### src/rtl/mem_port_arbiter.sv
// mem_port_arbiter
//   Shares one memory port between the instruction fetch (IFU) and the
//   load/store (LSU) requesters. Only one transaction is in flight at a time.
//   A granted request is latched and held on the memory side until it is
//   taken, and the memory response is routed back to the requester that
//   issued it.
//
//   Build option:
//     ARB_RR_EN  defined   -> ties alternate between the requesters,
//                             starting with IFU after reset.
//     ARB_RR_EN  undefined -> fixed priority: LSU wins ties.
//   A lone requester is always granted in both modes.

module mem_port_arbiter #(
    parameter int WIDTH = 32
) (
    input  logic                 clk,
    input  logic                 rst,

    input  logic                 ifu_req_valid,
    output logic                 ifu_req_ready,
    input  logic [WIDTH-1:0]     ifu_addr,
    output logic                 ifu_resp_valid,
    output logic [WIDTH-1:0]     ifu_rdata,

    input  logic                 lsu_req_valid,
    output logic                 lsu_req_ready,
    input  logic [WIDTH-1:0]     lsu_addr,
    input  logic                 lsu_wen,
    input  logic [WIDTH-1:0]     lsu_wdata,
    input  logic [WIDTH/8-1:0]   lsu_wstrb,
    output logic                 lsu_resp_valid,
    output logic [WIDTH-1:0]     lsu_rdata,

    output logic                 mem_req_valid,
    input  logic                 mem_req_ready,
    output logic [WIDTH-1:0]     mem_addr,
    output logic                 mem_wen,
    output logic [WIDTH-1:0]     mem_wdata,
    output logic [WIDTH/8-1:0]   mem_wstrb,
    input  logic                 mem_resp_valid,
    input  logic [WIDTH-1:0]     mem_rdata,

    output logic                 busy
);

    localparam logic [1:0] ST_IDLE = 2'd0;
    localparam logic [1:0] ST_REQ  = 2'd1;
    localparam logic [1:0] ST_RESP = 2'd2;

    localparam logic OWN_IFU = 1'b0;
    localparam logic OWN_LSU = 1'b1;

    logic [1:0] state;
    logic [1:0] state_nxt;
    logic       owner;
    logic       grant_ifu;
    logic       grant_lsu;
    logic       lsu_wins_tie;
    logic       resp_fire;

`ifdef ARB_RR_EN
    logic last_grant;

    // Remember who was granted last so the next tie goes to the other side.
    always_ff @(posedge clk or posedge rst) begin
        if (rst) begin
            last_grant <= OWN_LSU;
        end else if (grant_lsu) begin
            last_grant <= OWN_LSU;
        end else if (grant_ifu) begin
            last_grant <= OWN_IFU;
        end
    end

    assign lsu_wins_tie = (last_grant == OWN_IFU);
`else
    assign lsu_wins_tie = 1'b1;
`endif

    // Grants are only made from IDLE; a lone requester always wins.
    always_comb begin
        grant_lsu = 1'b0;
        grant_ifu = 1'b0;
        if (state == ST_IDLE) begin
            grant_lsu = lsu_req_valid && (!ifu_req_valid || lsu_wins_tie);
            grant_ifu = ifu_req_valid && !(lsu_req_valid && lsu_wins_tie);
        end
    end

    // Transaction sequencing: accept -> present to memory -> await response.
    always_comb begin
        state_nxt = state;
        case (state)
            ST_IDLE: if (grant_ifu || grant_lsu) state_nxt = ST_REQ;
            ST_REQ:  if (mem_req_ready)          state_nxt = ST_RESP;
            ST_RESP: if (mem_resp_valid)         state_nxt = ST_IDLE;
            default:                             state_nxt = ST_IDLE;
        endcase
    end

    // State register; reset drops any in-flight transaction.
    always_ff @(posedge clk or posedge rst) begin
        if (rst) begin
            state <= ST_IDLE;
        end else begin
            state <= state_nxt;
        end
    end

    // Latch the granted request; fields stay put until the next grant.
    always_ff @(posedge clk or posedge rst) begin
        if (rst) begin
            owner     <= OWN_IFU;
            mem_addr  <= '0;
            mem_wen   <= 1'b0;
            mem_wdata <= '0;
            mem_wstrb <= '0;
        end else if (grant_lsu) begin
            owner     <= OWN_LSU;
            mem_addr  <= lsu_addr;
            mem_wen   <= lsu_wen;
            mem_wdata <= lsu_wdata;
            mem_wstrb <= lsu_wstrb;
        end else if (grant_ifu) begin
            owner     <= OWN_IFU;
            mem_addr  <= ifu_addr;
            mem_wen   <= 1'b0;
            mem_wdata <= '0;
            mem_wstrb <= '0;
        end
    end

    assign ifu_req_ready  = grant_ifu;
    assign lsu_req_ready  = grant_lsu;
    assign mem_req_valid  = (state == ST_REQ);
    assign busy           = (state != ST_IDLE);

    assign resp_fire      = (state == ST_RESP) && mem_resp_valid;
    assign ifu_resp_valid = resp_fire && (owner == OWN_IFU);
    assign lsu_resp_valid = resp_fire && (owner == OWN_LSU);
    assign ifu_rdata      = ifu_resp_valid ? mem_rdata : '0;
    assign lsu_rdata      = lsu_resp_valid ? mem_rdata : '0;

endmodule
### config.mk
export PLATFORM = sky130hd
export DESIGN_NAME = mem_port_arbiter
export DESIGN_NICKNAME = d
export VERILOG_FILES = /design/src/rtl/mem_port_arbiter.sv
export SDC_FILE = /design/constraint.sdc
export NUM_CORES = 1
export LEC_CHECK = 0
export ABC_AREA = 1
export BUFFER_PORTS_ARGS = -buffer_cell sky130_fd_sc_hd__buf_2
export CORE_AREA = 2 2 108 110
export CTS_CLUSTER_DIAMETER = 50
export DETAILED_ROUTE_END_ITERATION = 10
export DIE_AREA = 0 0 110 112
export PLACE_DENSITY_LB_ADDON = 0.05
export RECOVER_POWER = 25
export REMOVE_ABC_BUFFERS = 1
export SETUP_SLACK_MARGIN = 0.15
export SYNTH_ARGS = -nofsm -noshare
export SYNTH_HDL_FRONTEND = slang
export SYNTH_SLANG_ARGS = --single-unit
export TNS_END_PERCENT = 50
### constraint.sdc
create_clock -name clk -period 3 [get_ports clk]
set_clock_uncertainty 0.1 [all_clocks]
set_input_delay 0.6 -clock clk [delete_from_list [all_inputs] [get_ports clk]]
set_output_delay 0.6 -clock clk [all_outputs]
set_load 0.02 [all_outputs]
==> metrics.md, run 1 <==
| Metric | Value |
|---|---|
| Syn Std Cell Area | `0.00376 mm^2` |
| Reg clk slew, reported paths | `0.06 ns` |
| First-pass GRT wire length | `19800 um` |
| Total power | `5.36 mW` |
| R2R Setup Slk | `1.32 ns` |
| CTS tree | `yes` |
| Most common cell after layout, fill and taps aside | `buf_2` |
| Leak | `3.78 nW` |
| Crit share post-route | `72.4%` |
| Site row count | `39` |
| DRT Pass-1 Iters | `4` |
| Vias per cell | `4.34` |
| CTS Buf Count | `9` |
| Final setup viols | `0` |
| Req. time, crit path | `2.30 ns` |
| Nets | `958` |
| Post-CTS Hold Fix Bufs | `0` |
| Syn-to-layout area delta | `48.3%` |
| Skew-Pair Late Insertion Delay | `0.32 ns` |
| Hpwl dp | `9640 um` |
| Die area | `0.0123 mm^2` |
| Starting Density | `33.6%` |
| Post-CTS setup repair buffer count | `0` |
| Least-Margin Pin Slew | `1.77 ns` |
| Critical Path Fanout Max | `33` |
| Root Driver | `clkbuf_16` |
| WS Path Type | `reg -> out` |
| Power Dens Cells | `962 mW/mm^2` |
| Netlist cell types | `17` |
| Routability Congestion | `0.817` |
| Pin count of the biggest net entering global routing | `71` |
| Clk buf depth | `2` |
| Min cycle time layout | `2.17 ns` |
| Status | `finished, violations left` |
| Die width | `110 um` |
| Share of cells above drive strength 1 | `37.1%` |
| Die extent in y | `112 um` |
| Final WL | `12900 um` |
| Critical Path Sink Type | `output pin` |
| Violated checks | `max-capacitance violations, max-slew violations` |
| Crit-path cells | `inv_1 > nand4_1 > buf_4 > nor2_1 > buf_2` |
| Final slew viol count | `37` |
| Ports | `278` |
| GRT overflow | `0` |
| Post-synthesis area per instance | `6.79 um^2` |
| Slowest CP cell | `dfrtp_1` |
| Gr usage total | `20.7%` |
| Drt drc | `0` |
| Post_cts resized | `0` |
| Hold Fails Final Rpt | `0` |
| Fmax | `460 MHz` |
| Htree depth | `3` |
| Setup_tns | `0 ns` |
| FF+latch count, synth | `72` |
| WP data arrival | `1.47 ns` |
| IO Port Bufs | `277` |
| Worst Hold Class | `in -> reg` |
| Mapped Cells | `553` |
| Max-cap check violation count | `1` |
| Initial DRC count | `169` |
| Synth Warn # | `0` |
| Sequential-to-total area share from yosys stat | `48.0%` |
| Initial antenna violation count | `1` |
| Sink Count | `72` |
| RSZ-0062 raised after global routing | `false` |
| Slowest stage delay, CP | `0.42 ns` |
| DR vias | `4198` |
| Relative slew slack | `-18.4%` |
| Core Box Area | `0.0112 mm^2` |
| Most frequent cells in the layout | `277 x buf_2, 209 x nand2_1, 102 x inv_1` |
| DR WL/cell | `13.3 um` |
| Post-route ant nets | `0` |
| CP Launch Type | `flop` |
| Vias in the first global route | `4005` |
| Worst VDD drop | `0.000364 V` |
## flip-flops by register name, summed over array words and instances (netlist names)
register   flops
mem_addr      32
mem_wen        1
mem_wdata     32
owner          1
state          2
mem_wstrb      4
## metal layers
| metal | global-route usage (%) | vias up | wire, um |
|---|---|---|---|
| met1 | 24.1 | 1865 | 5170 |
| met5 | 0 | - | 0 |
| li1 | - | 2151 | - |
| met4 | 6.92 | 0 | 274 |
| met3 | 4.74 | 19 | 945 |
| met2 | 36.9 | 163 | 6530 |
## worst paths after layout
check | end | depth (start not counted) | startpoint
max in group asynchronous | mem_wdata[7] | 3 | rst
max reg2reg | state[0] | 4 | state[0]
max | ifu_rdata[26] | 5 | state[0]
min reg2reg | mem_addr[21] | 2 | mem_addr[21]
min in group asynchronous | mem_wdata[19] | 2 | rst
min | mem_wdata[29] | 3 | lsu_wdata[29]
## critical path, delay by kind of cell, from the launching register on
| family | cells | cell delay [ns] |
|---|---|---|
| buffers and inverters | 3 | 0.57 |
| flip-flops | 1 | 0.42 |
| AND/OR/NAND/NOR | 2 | 0.15 |
## Yosys cell counts
| master | n | area (um^2) |
|---|---|---|
| o21ai_0 | 1 | 5.00 |
| a21oi_1 | 1 | 5.00 |
| nor2_4 | 1 | 11.3 |
| buf_4 | 1 | 7.51 |
| o31ai_1 | 1 | 7.51 |
| inv_1 | 103 | 387 |
| buf_1 | 3 | 11.3 |
| nand3_1 | 63 | 315 |
| nor2_1 | 65 | 244 |
| dfrtp_1 | 72 | 1800 |
| buf_6 | 1 | 11.3 |
| nand2_1 | 209 | 785 |
| o21ai_2 | 1 | 8.76 |
| buf_2 | 25 | 125 |
| inv_2 | 2 | 7.51 |
| nand2_2 | 1 | 6.26 |
| nand4_1 | 3 | 18.8 |
## report_power, final
| group | leakage [nW] | internal, mW | switching (mW) |
|---|---|---|---|
| registers | 0.899 | 1.42 | 0.244 |
| logic | 2.73 | 0.779 | 1.77 |
| clock network | 0.153 | 0.733 | 0.419 |
| total | 3.78 | 2.93 | 2.43 |
## area by class of cell
| cell class | instances | area (um^2) |
|---|---|---|
| Sequential cell | 72 | 1800 |
| Timing Repair Buffer | 285 | 1460 |
| Multi-Input combinational cell | 346 | 1410 |
| Clock inverter | 6 | 90.1 |
| Inverter | 105 | 395 |
| Fill cell | 1173 | 5600 |
| Antenna cell | 1 | 2.50 |
| Tap cell | 143 | 179 |
| Clock buffer | 10 | 229 |
## per-stage QoR
step | hold slack (ns) | cell area, um^2 | instances | utilization (%) | worst slack (ns)
after CTS | 0.271 | 5570 | 967 | 49.8 | 0.822
after floorplan | 0.415 | 3600 | 523 | - | 0.116
after global routing | 0.364 | 5570 | 968 | 49.8 | 0.711
after detailed placement | 0.359 | 5250 | 951 | 47.0 | 0.930
final | 0.362 | 5570 | 968 | 49.8 | 0.828
after global placement | 0.358 | 5250 | 951 | 47.0 | 0.943
## cell families after synthesis
group / count (synthesis) / synth area share [%]
flip-flops: 72 / 48.0
buffers and inverters: 135 / 14.6
AO/OA/AOI/OAI: 4 / 0.699
AND/OR/NAND/NOR: 342 / 36.7
(Power assumes the default switching activity.)
==> run 2, diff against run 1 <==
==> constraint.sdc (replaced) <==
create_clock -name clk -period 2.1 [get_ports clk]
set_clock_uncertainty 0.1 [all_clocks]
set_input_delay 0.42 -clock clk [delete_from_list [all_inputs] [get_ports clk]]
set_output_delay 0.42 -clock clk [all_outputs]
set_load 0.02 [all_outputs]
==> metrics.md, run 2 (same netlist as run 1, synthesis figures left out) <==
| Metric | Value |
|---|---|
| Die area | `0.0123 mm^2 (unchanged)` |
| DR vias | `4306 (+2.6%)` |
| Relative slew slack | `4.63% (+23 points)` |
| Gr usage total | `21.9% (+1.1 points)` |
| Place WS | `0.345 ns (-0.585 ns)` |
| Ports | `278 (unchanged)` |
| Slowest CP cell | `dfrtp_1` |
| Req. time, crit path | `1.58 ns (-0.72 ns)` |
| WP data arrival | `1.46 ns (about the same)` |
| Buffers & Inverters on Critical Path | `3 (unchanged)` |
| CP Launch Type | `flop` |
| PnR worst setup slack | `0.124 ns (-0.703 ns)` |
| Power Dens Cells | `1350 mW/mm^2 (+40%)` |
| Fillers | `1144 (-2.5%)` |
| Hold Fails Final Rpt | `0 (unchanged)` |
| Die width | `110 um (unchanged)` |
| Skew-Pair Late Insertion Delay | `0.33 ns (about the same)` |
| Root Driver | `clkbuf_16` |
| First-pass GRT wire length | `20600 um (+4.0%)` |
| Nets | `968 (+1.0%)` |
| Worst VDD drop | `0.000541 V (+48%)` |
| Max-cap check violation count | `0 (-1)` |
| Total power | `7.95 mW (+48%)` |
| Core Box Area | `0.0112 mm^2 (unchanged)` |
| Non-Filler Instances | `979 (+1.1%)` |
| Site row count | `39 (unchanged)` |
| Most frequent cells in the layout | `244 x buf_2, 209 x nand2_1, 102 x inv_1` |
| Final WL | `13500 um (+4.2%)` |
| Pin count of the biggest net entering global routing | `49 (-31%)` |
| RSZ-0062 raised after global routing | `true` |
| GRT overflow | `0 (unchanged)` |
| WS Path Type | `reg -> out` |
| Critical Path Sink Type | `output pin` |
| Hold WS | `0.172 ns (-0.190 ns)` |
| Most common cell after layout, fill and taps aside | `buf_2` |
| Starting Density | `33.6% (unchanged)` |
| Die extent in y | `112 um (unchanged)` |
| DRT Pass-1 Iters | `4 (unchanged)` |
| Slowest stage delay, CP | `0.43 ns (about the same)` |
| Reg clk slew, reported paths | `0.06 ns (about the same)` |
| CTS tree | `yes` |
| Final slew viol count | `0 (-100%)` |
| Critical Path Fanout Max | `17 (-48%)` |
| Routability Congestion | `0.794 (-2.7%)` |
| Vias in the first global route | `4137 (+3.3%)` |
| Initial DRC count | `224 (+33%)` |
| Syn-to-layout area delta | `56.8%` |
| Share of cells above drive strength 1 | `40.0% (+2.9 points)` |
| Clk buf depth | `2 (unchanged)` |
| Post-CTS Hold Fix Bufs | `0 (unchanged)` |
| Status | `completed` |
| Least-Margin Pin Slew | `1.42 ns (-0.344 ns)` |
| # placed instances | `957 (+0.63%)` |
| Drt drc | `0 (unchanged)` |
| CTS Buf Count | `9 (unchanged)` |
| Setup_tns | `0 ns (unchanged)` |
| Vias per cell | `4.40 (+1.4%)` |
| Worst Hold Class | `in -> reg` |
| Hpwl dp | `10000 um (+3.9%)` |
| Fmax | `506 MHz` |
| Min cycle time layout | `1.98 ns` |
| Crit share post-route | `94.1%` |
| Final setup viols | `0 (unchanged)` |
| IO Port Bufs | `277 (unchanged)` |
| Leak | `3.85 nW (+2.0%)` |
| Initial antenna violation count | `3 (+2)` |
| Delay-heaviest family, CP | `buffers and inverters` |
| Htree depth | `3 (unchanged)` |
| Regs by FF count | `mem_addr x32, mem_wdata x32, mem_wstrb x4` |
| Crit-path cells | `nand4_1 > buf_6 > buf_12 > nor2_1 > buf_4` |
| Post-route ant nets | `0 (unchanged)` |
| DR WL/cell | `13.8 um (+3.1%)` |
| Sink Count | `72 (unchanged)` |
-- run 2: final timing paths --
| path | start | endpoint | slack, ns | depth (start not counted) |
|---|---|---|---|---|
| setup / recovery | state[1] | ifu_rdata[0] | 0.12 | 5 |
| max in group asynchronous | rst | mem_wdata[31] | 0.38 | 3 |
| hold / removal | lsu_wdata[15] | mem_wdata[15] | 0.17 | 3 |
| min in group asynchronous | rst | mem_wdata[22] | 0.29 | 2 |
| setup reg to reg | state[0] | mem_addr[21] | 0.30 | 7 |
| hold reg to reg | mem_wdata[15] | mem_wdata[15] | 0.37 | 2 |
-- run 2: worst register-to-register path: cells and delay by family (launching register included) --
family	cells	cell delay, ns
buffers and inverters	3	0.77
AND/OR/NAND/NOR	3	0.40
flip-flops	1	0.37
AO/OA/AOI/OAI	1	0.09
-- run 2: report_power, final --
part,internal (mW),switching (mW)
clock,1.17,0.611
sequential,2.03,0.327
combinational,1.25,2.57
total,4.44,3.51
-- run 2: layout make-up --
type / count / area, um^2 / share of cell area [%]
Antenna cell: 2 / 5.00 / 0.0850
Clock buffer: 10 / 229 / 3.89
Clock inverter: 6 / 115 / 1.95
Inverter: 105 / 395 / 6.71
Multi-Input combinational cell: 346 / 1460 / 24.8
Sequential cell: 72 / 1800 / 30.6
Tap cell: 143 / 179 / 3.04
Timing Repair Buffer: 295 / 1700 / 28.9
-- run 2: through the flow --
| stage | utilization [%] | instance area, um^2 |
|---|---|---|
| floorplan | - | 3600 |
| global placement | 47.6 | 5320 |
| detailed placement | 47.6 | 5320 |
| CTS | 51.6 | 5770 |
| global route | 52.7 | 5890 |
| finish | 52.7 | 5890 |
-- run 2: per-layer routing --
layer	track usage [%]	up-vias	routed length, um
met5	0	-	12
met4	10.3	2	393
met3	4.45	30	1020
met2	37.6	181	6690
met1	25.6	1928	5350
li1	-	2165	-
-- run 2: what timing repair did --
item                                    in CTS  in global routing
endpoints found under the setup margin      65                 82
gates resized for setup                     22                 48
pin swaps                                    0                  1
setup buffers                                3                  0
cloned                                       1                  0
==> run 3, diff against run 2 <==
--- a/config.mk
+++ b/config.mk
@@ -5,12 +5,11 @@
 export SDC_FILE = /design/constraint.sdc
 export NUM_CORES = 1
 export LEC_CHECK = 0
-export ABC_AREA = 1
 export BUFFER_PORTS_ARGS = -buffer_cell sky130_fd_sc_hd__buf_2
-export CORE_AREA = 2 2 108 110
+export CORE_AREA = 2 2 107 109
 export CTS_CLUSTER_DIAMETER = 50
 export DETAILED_ROUTE_END_ITERATION = 10
-export DIE_AREA = 0 0 110 112
+export DIE_AREA = 0 0 109 111
 export PLACE_DENSITY_LB_ADDON = 0.05
 export RECOVER_POWER = 25
 export REMOVE_ABC_BUFFERS = 1
==> metrics.md, run 3 <==
| Metric | Value |
|---|---|
| R2R Path Start | `state[0]` |
| Sink Count | `72 (unchanged)` |
| Register-to-Register Path Depth | `6 (-1)` |
| Clk buf depth | `2 (unchanged)` |
| P_sw | `3.31 mW (-5.7%)` |
| Fmax | `462 MHz (-8.7%)` |
| DR vias | `3756 (-13%)` |
| Status | `finished, violations left` |
| Crit share post-route | `103% (+8.9 points)` |
| Share of cells above drive strength 1 | `55.8% (+16 points)` |
| Synth Warn # | `0 (unchanged)` |
| Proportion of netlist area held by the largest area contributor | `50.0% (+2.1 points)` |
| # placed instances | `744 (-22%)` |
| Sequential-to-total area share from yosys stat | `50.0% (+2.1 points)` |
| Routability Congestion | `0.790 (-0.53%)` |
| CTS Buf Count | `9 (unchanged)` |
| RSZ-0062 raised after global routing | `true` |
| Critical Path Fanout Max | `16 (-1)` |
| R2R Setup Slk | `0.31 ns (about the same)` |
| Vias per cell | `4.90 (+11%)` |
| Post-route ant nets | `0 (unchanged)` |
| Final WL | `12800 um (-5.1%)` |
| GRT overflow | `0 (unchanged)` |
| Max-cap check violation count | `0 (unchanged)` |
| Hpwl dp | `8870 um (-11%)` |
| Register area | `0.00180 mm^2 (+0.14%)` |
| Synth area leader | `dfrtp_1` |
| Leak | `3.10 nW (-20%)` |
| Starting Density | `32.5% (-1.1 points)` |
| WP data arrival | `1.64 ns (+0.18 ns)` |
| Htree depth | `3 (unchanged)` |
| Switching part of the total | `41.8% (-2.3 points)` |
| Worst Hold Class | `in -> async` |
| Place WS | `0.198 ns (-0.148 ns)` |
| Power share of the sequential group | `30.7% (+1.1 points)` |
| Area contributors post-synth | `dfrtp_1 50%, and2_1 11%, a22o_1 9.0%` |
| PnR worst setup slack | `-0.0632 ns (-0.187 ns)` |
| Main synth FF type | `dfrtp_1` |
| Hold WS | `0.173 ns (+0.00100 ns)` |
| Total power | `7.92 mW (-0.42%)` |
| Slowest CP cell | `dfrtp_2` |
| Gr usage total | `20.4% (-1.5 points)` |
| Most common cell in the synthesized netlist | `dfrtp_1` |
| Die width | `109 um (-0.91%)` |
| Die extent in y | `111 um (-0.89%)` |
| Req. time, crit path | `1.58 ns (about the same)` |
| Regs by FF count | `mem_addr x32, mem_wdata x32, mem_wstrb x4` |
| CTS tree | `yes` |
| Drt drc | `0 (unchanged)` |
| Final slew viol count | `0 (unchanged)` |
| Most common cell after layout, fill and taps aside | `buf_2` |
| Most Crowded Layer GR | `met2` |
| Die area | `0.0121 mm^2 (-1.8%)` |
| Power Dens Cells | `1330 mW/mm^2 (-1.9%)` |
| Reg clk slew, reported paths | `0.06 ns (about the same)` |
| Fin util | `54.0% (+1.3 points)` |
| Skew-Pair Late Insertion Delay | `0.33 ns (about the same)` |
| Site row count | `39 (unchanged)` |
| Final setup viols | `64 (+64)` |
| Most frequent cells in the layout | `211 x buf_2, 70 x dfrtp_1, 56 x buf_6` |
| Top cells by count, synth | `72 x dfrtp_1, 64 x and2_1, 37 x a22o_1, 27 x o21ai_0` |
| Root Driver | `clkbuf_16` |
| IO Port Bufs | `277 (unchanged)` |
| Relative slew slack | `40.7% (+36 points)` |
| GR Util met3 | `5.29% (+0.84 points)` |
| Post-synth ARST share | `100% (unchanged)` |
| Area of the multi-input gates | `0.00169 mm^2 (+16%)` |
| Min cycle time layout | `2.16 ns (+0.187 ns)` |
| Clock network power share | `19.6% (-2.8 points)` |
| Crit-path cells | `nand2b_4 > nor3b_4 > buf_6 > buf_16 > and2_1 > buf_4` |
| Violated checks | `negative setup slack` |
| DR WL/cell | `16.7 um (+21%)` |
| Worst r2r dst | `mem_wstrb[3]` |
| Ports | `278 (unchanged)` |
| WS Path Type | `reg -> out` |
| Non-Filler Instances | `767 (-22%)` |
| EDFF count, synth | `0 (unchanged)` |
| First-pass GRT wire length | `19000 um (-7.6%)` |
| Slowest stage delay, CP | `0.40 ns (-0.03 ns)` |
| CP Launch Type | `flop` |
| Critical Path Sink Type | `output pin` |
| Grt met1 use | `25.9% (+0.32 points)` |
| Nets | `756 (-22%)` |
| Combinational cell fraction of total power | `49.7% (+1.7 points)` |
| Worst VDD drop | `0.000701 V (+30%)` |
| Post-CTS Hold Fix Bufs | `0 (unchanged)` |
| Mapped Cells | `342 (-38%)` |
| Pin count of the biggest net entering global routing | `46 (-6.1%)` |
| FF+latch count, synth | `72 (unchanged)` |
| Post-synthesis area per instance | `10.5 um^2 (+55%)` |
| Initial DRC count | `177 (-21%)` |
| Hold Fails Final Rpt | `0 (unchanged)` |
| DRT Pass-1 Iters | `4 (unchanged)` |
| Core Box Area | `0.0111 mm^2 (-0.87%)` |
| P_int | `4.61 mW (+3.8%)` |
| Vias in the first global route | `3670 (-11%)` |
| Fillers | `1018 (-11%)` |
| Syn Std Cell Area | `0.00360 mm^2 (-4.1%)` |
| Least-Margin Pin Slew | `0.889 ns (-0.534 ns)` |
| Met2 usage | `33.1% (-4.5 points)` |
| Syn-to-layout area delta | `66.0%` |
| Initial antenna violation count | `2 (-1)` |
| Netlist cell types | `25 (+8)` |
==> run 3: changes by cell type after synthesis, moves of 26 or more <==
cell / before / now
nor2_1: 65 / 1
nand3_1: 63 / 0
a22o_1: 0 / 37
o21ai_0: 1 / 27
nand2_1: 209 / 2
inv_1: 103 / 2
and2_1: 0 / 64
==> run 3: metal layers <==
metal	vias to the layer above	share of wire, %
li1	1792	-
met2	151	48
met1	1794	42
met4	0	1.9
met5	-	0
met3	19	8.0
==> run 3: power groups by stage <==
stage | clock, mW | sequential [mW] | combinational (mW)
after floorplan | 0 | 3.16 | 1.56
after global placement | 0 | 2.43 | 3.72
after detailed placement | 0 | 2.43 | 3.77
after CTS | 1.61 | 2.43 | 3.92
after global routing | 1.67 | 2.52 | 4.27
final | 1.56 | 2.43 | 3.94
==> run 3: per-stage QoR <==
stage / TNS, ns / area [um^2]
6_report: -2.35 / 5980
2_1_floorplan: -197.72 / 3420
4_1_cts: -2.42 / 5860
3_3_place_gp: 0 / 5160
5_1_grt: -6.73 / 5980
3_5_place_dp: 0 / 5160
==> run 3: worst max path at each step <==
stage              from       endpoint  cells past startpoint
2_1_floorplan  state[0]   mem_wdata[0]                      2
3_3_place_gp   state[0]   ifu_rdata[0]                      5
3_5_place_dp   state[0]  ifu_rdata[27]                      5
4_1_cts        state[0]   lsu_rdata[3]                      5
5_1_grt        state[0]  ifu_rdata[26]                      6
6_report       state[0]  ifu_rdata[26]                      6
==> run 3: cell families (layout without fill, tap and decap cells) <==
logic type | after synthesis | after routing | synth area share (%)
AOI/OAI and AO/OA | 130 | 130 | 25.4
and+or+nand+nor | 105 | 105 | 19.1
DFF | 72 | 72 | 50.0
buffers and inverters | 35 | 315 | 5.42
other | 0 | 2 | 0
==> run 3: critical path, delay by kind of cell, from the launching register on <==
family / cells / cell delay (ns)
and+or+nand+nor: 3 / 0.51
buffers and inverters: 3 / 0.40
DFF: 1 / 0.40
==> run 3: final cells by class <==
cell class              count  area share (%)
well taps                 143            2.99
diodes                      2          0.0837
repair buffers            296            33.0
inverters                   3           0.272
multi-input cells         235            28.3
clock inverters             6            1.13
clock buffers              10            4.00
flip-flops and latches     72            30.2
==> run 3: repair_timing <==
| item | CTS | global route |
|---|---|---|
| setup endpoints to repair | 67 | 69 |
| setup buffers | 3 | 0 |
| gates cloned | 1 | 1 |
| pin swaps | 2 | 11 |
| resized for setup | 114 | 41 |
